==> src/rtl/qfilt_mask_if.sv <==
// Valid/ready stream bundle used on both sides of qfilt_mask.
// The master drives valid and data, the slave drives ready.
interface qfilt_mask_if #(
  parameter int W = 17
);
  logic         valid;
  logic         ready;
  logic [W-1:0] data;

  modport master (output valid, output data, input ready);
  modport slave  (input valid, input data, output ready);
endinterface

==> src/rtl/qfilt_mask.sv <==
// Multi-select queue filter: passes items whose ctrl tag is set in SEL_MASK and
// folds eot markers of dropped items onto the last passed item. Optional macro
// QFILT_MASK_EMPTY_EN adds an `empty` MSB and emits placeholders for empty sub-queues.
module qfilt_mask #(
  parameter int                      W_DATA   = 16,
  parameter int                      W_CTRL   = 1,
  parameter int                      LVL      = 1,
  parameter int                      FILT_LVL = 1,
  parameter logic [2**W_CTRL-1:0]    SEL_MASK = 2'b01
) (
  input  logic         clk,
  input  logic         rst,
  qfilt_mask_if.slave  din,
  qfilt_mask_if.master dout
);

  logic [LVL-1:0]    x_eot;
  logic [W_CTRL-1:0] x_ctrl;
  logic [W_DATA-1:0] x_data;
  logic              x_sel;

  logic [LVL-1:0]    h_eot_q, h_eot_d;
  logic [W_CTRL-1:0] h_ctrl_q, h_ctrl_d;
  logic [W_DATA-1:0] h_data_q, h_data_d;
  logic              hv_q, hv_d;
  logic              h_term;

  logic              out_valid;
  logic              hs;
  logic              accept_ok;
  logic              take;

`ifdef QFILT_MASK_EMPTY_EN
  logic              empty_q, empty_d;
  logic              x_term;
  assign x_term = &x_eot[FILT_LVL-1:0];
`endif

  assign {x_eot, x_ctrl, x_data} = din.data;
  assign x_sel  = SEL_MASK[x_ctrl];
  assign h_term = &h_eot_q[FILT_LVL-1:0];

  // H is released either when a new selected item proves it is the last one,
  // or on its own once it carries a complete terminating eot.
  always_comb begin
    out_valid = hv_q & ((din.valid & x_sel) | h_term);
    hs        = out_valid & dout.ready;
    if (x_sel) begin
      accept_ok = ~hv_q | hs;
    end else if (x_eot[0]) begin
      accept_ok = ~hv_q | ~out_valid | hs;
    end else begin
      accept_ok = 1'b1;
    end
    take = din.valid & accept_ok & ~rst;
  end

  assign din.ready  = accept_ok & ~rst;
  assign dout.valid = out_valid;
`ifdef QFILT_MASK_EMPTY_EN
  assign dout.data  = {empty_q, h_eot_q, h_ctrl_q, h_data_q};
`else
  assign dout.data  = {h_eot_q, h_ctrl_q, h_data_q};
`endif

  // An eot-bearing drop arriving in the handshake cycle cannot merge into the
  // element already leaving, so it is treated as if the holder were empty.
  always_comb begin
    h_eot_d  = h_eot_q;
    h_ctrl_d = h_ctrl_q;
    h_data_d = h_data_q;
    hv_d     = hv_q;
`ifdef QFILT_MASK_EMPTY_EN
    empty_d  = empty_q;
`endif
    if (hs) begin
      h_eot_d  = '0;
      h_ctrl_d = '0;
      h_data_d = '0;
      hv_d     = 1'b0;
`ifdef QFILT_MASK_EMPTY_EN
      empty_d  = 1'b0;
`endif
    end
    if (take && x_sel) begin
      h_eot_d  = x_eot;
      h_ctrl_d = x_ctrl;
      h_data_d = x_data;
      hv_d     = 1'b1;
`ifdef QFILT_MASK_EMPTY_EN
      empty_d  = 1'b0;
`endif
    end else if (take && x_eot[0]) begin
      if (hv_q && !hs) begin
        h_eot_d = x_eot;
      end
`ifdef QFILT_MASK_EMPTY_EN
      else if (x_term) begin
        h_eot_d  = x_eot;
        h_ctrl_d = '0;
        h_data_d = '0;
        hv_d     = 1'b1;
        empty_d  = 1'b1;
      end
`endif
    end
  end

  always_ff @(posedge clk) begin
    if (rst) begin
      h_eot_q  <= '0;
      h_ctrl_q <= '0;
      h_data_q <= '0;
      hv_q     <= 1'b0;
`ifdef QFILT_MASK_EMPTY_EN
      empty_q  <= 1'b0;
`endif
    end else begin
      h_eot_q  <= h_eot_d;
      h_ctrl_q <= h_ctrl_d;
      h_data_q <= h_data_d;
      hv_q     <= hv_d;
`ifdef QFILT_MASK_EMPTY_EN
      empty_q  <= empty_d;
`endif
    end
  end

endmodule

==> src/flat_wrapper.sv <==
// flat-port wrapper written by rule: the top's interface ports become plain ports
module qfilt_mask_flat 
#(
  parameter int                      W_DATA   = 16,
  parameter int                      W_CTRL   = 1,
  parameter int                      LVL      = 1,
  parameter int                      FILT_LVL = 1,
  parameter logic [2**W_CTRL-1:0]    SEL_MASK = 2'b01
)
  (clk, rst, din_valid, din_data, din_ready, dout_valid, dout_data, dout_ready);
  qfilt_mask_if #(.W((LVL + W_CTRL + W_DATA))) din_i ();
  qfilt_mask_if #(.W(((LVL + W_CTRL + W_DATA)))) dout_i ();
  input  logic clk;
  input  logic rst;
  input wire logic [$bits(din_i.valid)-1:0] din_valid;
  input wire logic [$bits(din_i.data)-1:0] din_data;
  output wire logic [$bits(din_i.ready)-1:0] din_ready;
  output wire logic [$bits(dout_i.valid)-1:0] dout_valid;
  output wire logic [$bits(dout_i.data)-1:0] dout_data;
  input wire logic [$bits(dout_i.ready)-1:0] dout_ready;
  assign din_i.valid = din_valid;
  assign din_i.data = din_data;
  assign din_ready = din_i.ready;
  assign dout_valid = dout_i.valid;
  assign dout_data = dout_i.data;
  assign dout_i.ready = dout_ready;
  qfilt_mask #(.W_DATA(W_DATA), .W_CTRL(W_CTRL), .LVL(LVL), .FILT_LVL(FILT_LVL), .SEL_MASK(SEL_MASK)) u_core (.clk(clk), .rst(rst), .din(din_i), .dout(dout_i));
endmodule
==> config.mk <==
export PLATFORM = sky130hd
export DESIGN_NAME = qfilt_mask_flat
export DESIGN_NICKNAME = d
export VERILOG_FILES = /design/src/rtl/qfilt_mask_if.sv /design/src/rtl/qfilt_mask.sv /design/src/flat_wrapper.sv
export SDC_FILE = /design/constraint.sdc
export NUM_CORES = 1
export LEC_CHECK = 0
export CAP_MARGIN = 10
export CORE_MARGIN = 2
export CORE_UTILIZATION = 40
export DETAILED_ROUTE_END_ITERATION = 10
export PLACE_DENSITY = 0.78
export RECOVER_POWER = 50
export SLEW_MARGIN = 20
export SYNTH_ARGS = -nofsm -noshare
export SYNTH_HDL_FRONTEND = slang
export SYNTH_SLANG_ARGS = --single-unit
==> constraint.sdc <==
create_clock -name clk -period 1.6 [get_ports clk]
set_clock_uncertainty 0.1 [all_clocks]
set_input_delay 0.32 -clock clk [delete_from_list [all_inputs] [get_ports clk]]
set_output_delay 0.32 -clock clk [all_outputs]
set_load 0.01 [all_outputs]
==> impl_metrics.json, run 1 <==
{
  "status": "complete, but fails checks",
  "violations": "setup timing",
  "cts_tree": "built",
  "floorplan.rows": 17,
  "hold_path_depth": 2,
  "grt_overflow_total": 0,
  "cts_buffer_depth": 2,
  "portBuffers": 41,
  "period_share_pct": 113,
  "clock_sinks": 19,
  "syn_area_um2": 913,
  "vias_per_cell": 4.59,
  "synth_common_cells": "inv_1 (36), dfxtp_1 (19), o32ai_1 (8), o32ai_2 (8), buf_4 (3)",
  "async_flop_share_pct": 0,
  "crit_fanout": 2,
  "crit_start": "din_valid",
  "drv_cap": 0,
  "p_leak_uw": 0.000588,
  "hp-class": "register to register",
  "synthTopCellsByArea": "dfxtp_1 (42%), inv_1 (15%), o32ai_2 (14%)",
  "clkTransAtPathRegs_ns": 0.10,
  "insertion_delay_ns": 0.28,
  "syn2layout_area_growth_pct": 52.2,
  "critPathArrivalTime_ns": 1.38,
  "yosys_warnings": 0,
  "syn-num-nets": 115,
  "cts_buffers": 3,
  "seq_area_frac_synth_pct": 41.6,
  "clockRootBuffer": "clkbuf_4",
  "grt_max_degree": 20,
  "ir_drop_uv": 574,
  "synth_top_cell_by_area": "dfxtp_1",
  "ff2ff_path_depth": 6,
  "core_mm2": 0.00219,
  "dieWidth_um": 51.8,
  "nNetsFinal": 166,
  "start_util_pct": 41.7,
  "combPwrFrac_pct": 23.0,
  "synth_cell_types": 19,
  "required_ns": 1.18,
  "setup_slack_ns": -0.204,
  "dp_cells": 167,
  "tns_ns": -0.204,
  "min_from": "u_core.h_data_q[6]",
  "p_int_uw": 720,
  "worst-setup-path-type": "input pin to output pin",
  "rsz0062_at_grt": "yes",
  "p_per_area_mw_per_mm2": 687,
  "die_area_mm2": 0.00268,
  "p_switching_uw": 236,
  "antenna_found_initial": 0,
  "grt_pass1_wl_um": 3100,
  "synth-edff-count": 0,
  "sequentialPowerShare_pct": 53.3,
  "routed_wl_um": 1870,
  "worst_slew_pin_slew_ns": 0.516,
  "ios": 42,
  "htree_levels": 1,
  "maxSlewViolCount": 0,
  "wl_per_cell_um": 10.9,
  "final_cells": 171,
  "postCtsSetupBuffers": 0,
  "slew_headroom_pct": 65.6,
  "synth.most_common_cell": "inv_1",
  "timing.rr.end": "u_core.h_data_q[7]",
  "grt_pass1_vias": 766,
  "final_layout_size_suffix_gt1_share_pct": 20.3,
  "fmax_ghz": 0.554,
  "grtUsageTotal_pct": 15.1,
  "syn_avg_cell_area_um2": 9.82,
  "setup_viol": 1,
  "num_vias": 785,
  "dr.first_iter.drc_count": 5,
  "yosysTopAreaCellShare_pct": 41.6,
  "synth-seq-cells": 19,
  "swShare_pct": 24.7,
  "drc": 0,
  "gp_congestion": 0.681,
  "die_h_um": 51.8,
  "ant_nets": 0,
  "critPathLaunchType": "input pin",
  "worstSetupEndpointType": "output pin",
  "holdPathEnd": "u_core.h_data_q[6]",
  "hold_slack_ns": 0.377,
  "n_antenna_cell": 0,
  "period_needed_ns": 1.80,
  "power_frac_clock_pct": 23.7,
  "dr.pass1.iters": 2,
  "worst_r2r_startpoint": "u_core.hv_q",
  "reg2reg_slack_ns": 0.17,
  "synthCells": 93,
  "hold_viol": 0,
  "place_hpwl_um": 1480,
  "yosys_most_used_dff": "dfxtp_1"
}
per-stage QoR:
step	cell area (um2)	total power, uW	setup slack (ns)	utilization [%]
after floorplan	913	632	0.151	-
after global placement	1390	751	-0.710	63.2
after detailed placement	1390	757	-0.749	63.2
after CTS	1400	980	-0.223	63.7
after global routing	1390	1020	-0.271	63.4
final	1390	955	-0.204	63.4
flip-flops by register name, summed over array words and instances, names as in the netlist:
name / flops
u_core.h_data_q: 16
u_core.hv_q: 1
u_core.h_eot_q: 1
u_core.h_ctrl_q: 1
placed cells by master, fill, tap and decap left out:
| master | n |
|---|---|
| o32ai_2 | 8 |
| o32ai_1 | 8 |
| nor2_1 | 2 |
| a21boi_0 | 2 |
| and2_0 | 1 |
| o32ai_4 | 1 |
| nor3b_2 | 1 |
| clkdlybuf4s25_1 | 13 |
| nor2b_4 | 1 |
| o211ai_1 | 2 |
| clkdlybuf4s15_1 | 1 |
| clkbuf_2 | 1 |
| buf_4 | 10 |
| clkdlybuf4s50_1 | 19 |
| dfxtp_1 | 18 |
| buf_2 | 3 |
| o21a_1 | 2 |
| clkbuf_4 | 3 |
| dlygate4sd2_1 | 6 |
| inv_1 | 36 |
| clkbuf_1 | 1 |
| nand2b_1 | 1 |
| or4b_1 | 1 |
| dfxtp_2 | 1 |
| nand3_1 | 1 |
layout make-up:
type	instances	area, um2
Inverter	36	135
Timing Repair Buffer	53	478
Fill cell	202	801
Clock buffer	4	26.3
Sequential cell	19	382
Multi-Input combinational cell	31	334
Tap cell	28	35.0
critical path, cell delays in order:
cell	delay [ns]
dlygate4sd2_1	0.24
or4b_1	0.49
o211ai_1	0.13
inv_1	0.06
buf_2	0.14
power by group through the flow:
stage	clock network (uW)	logic [uW]	registers (uW)
2_1_floorplan	0	101	530
3_3_place_gp	0	233	519
3_5_place_dp	0	238	519
4_1_cts	241	230	509
5_1_grt	266	239	512
6_report	227	220	509
worst max path at each step:
stage	slack (ns)	endpoint
final	-0.20	din_ready
after global routing	-0.27	din_ready
after CTS	-0.22	din_ready
after detailed placement	-0.75	din_ready
after global placement	-0.71	din_ready
after floorplan	0.15	din_ready
cell families (layout without fill, tap and decap cells):
group	count (synthesis)	in the layout	share of synthesized area [%]
AOI/OAI and AO/OA	23	23	29.9
buffers and inverters	43	93	21.8
DFF	19	19	41.6
and+or+nand+nor	8	8	6.71
routing by layer:
metal,track usage [%],vias up,share of wire [%]
met5,0,-,0
met4,1.32,0,0
met3,3.74,0,7.4
met2,30.1,28,52
met1,16.5,359,41
li1,-,398,-
what timing repair did:
item / 4_1_cts / 5_1_grt
hold endpoints to repair: 0 / 0
resized for setup: 17 / 13
endpoints found under the setup margin: 23 / 14
hold buffers: 0 / 0
gates cloned: 0 / 0
pin swaps: 1 / 1
Power figures use the tool's default switching activity.
==> run 2: changes to the inputs <==
- GPL_ROUTABILITY_DRIVEN: not set -> 0
==> results of run 2 <==
Same layout as run 1: the final DEF is identical, and so are final timing and power.
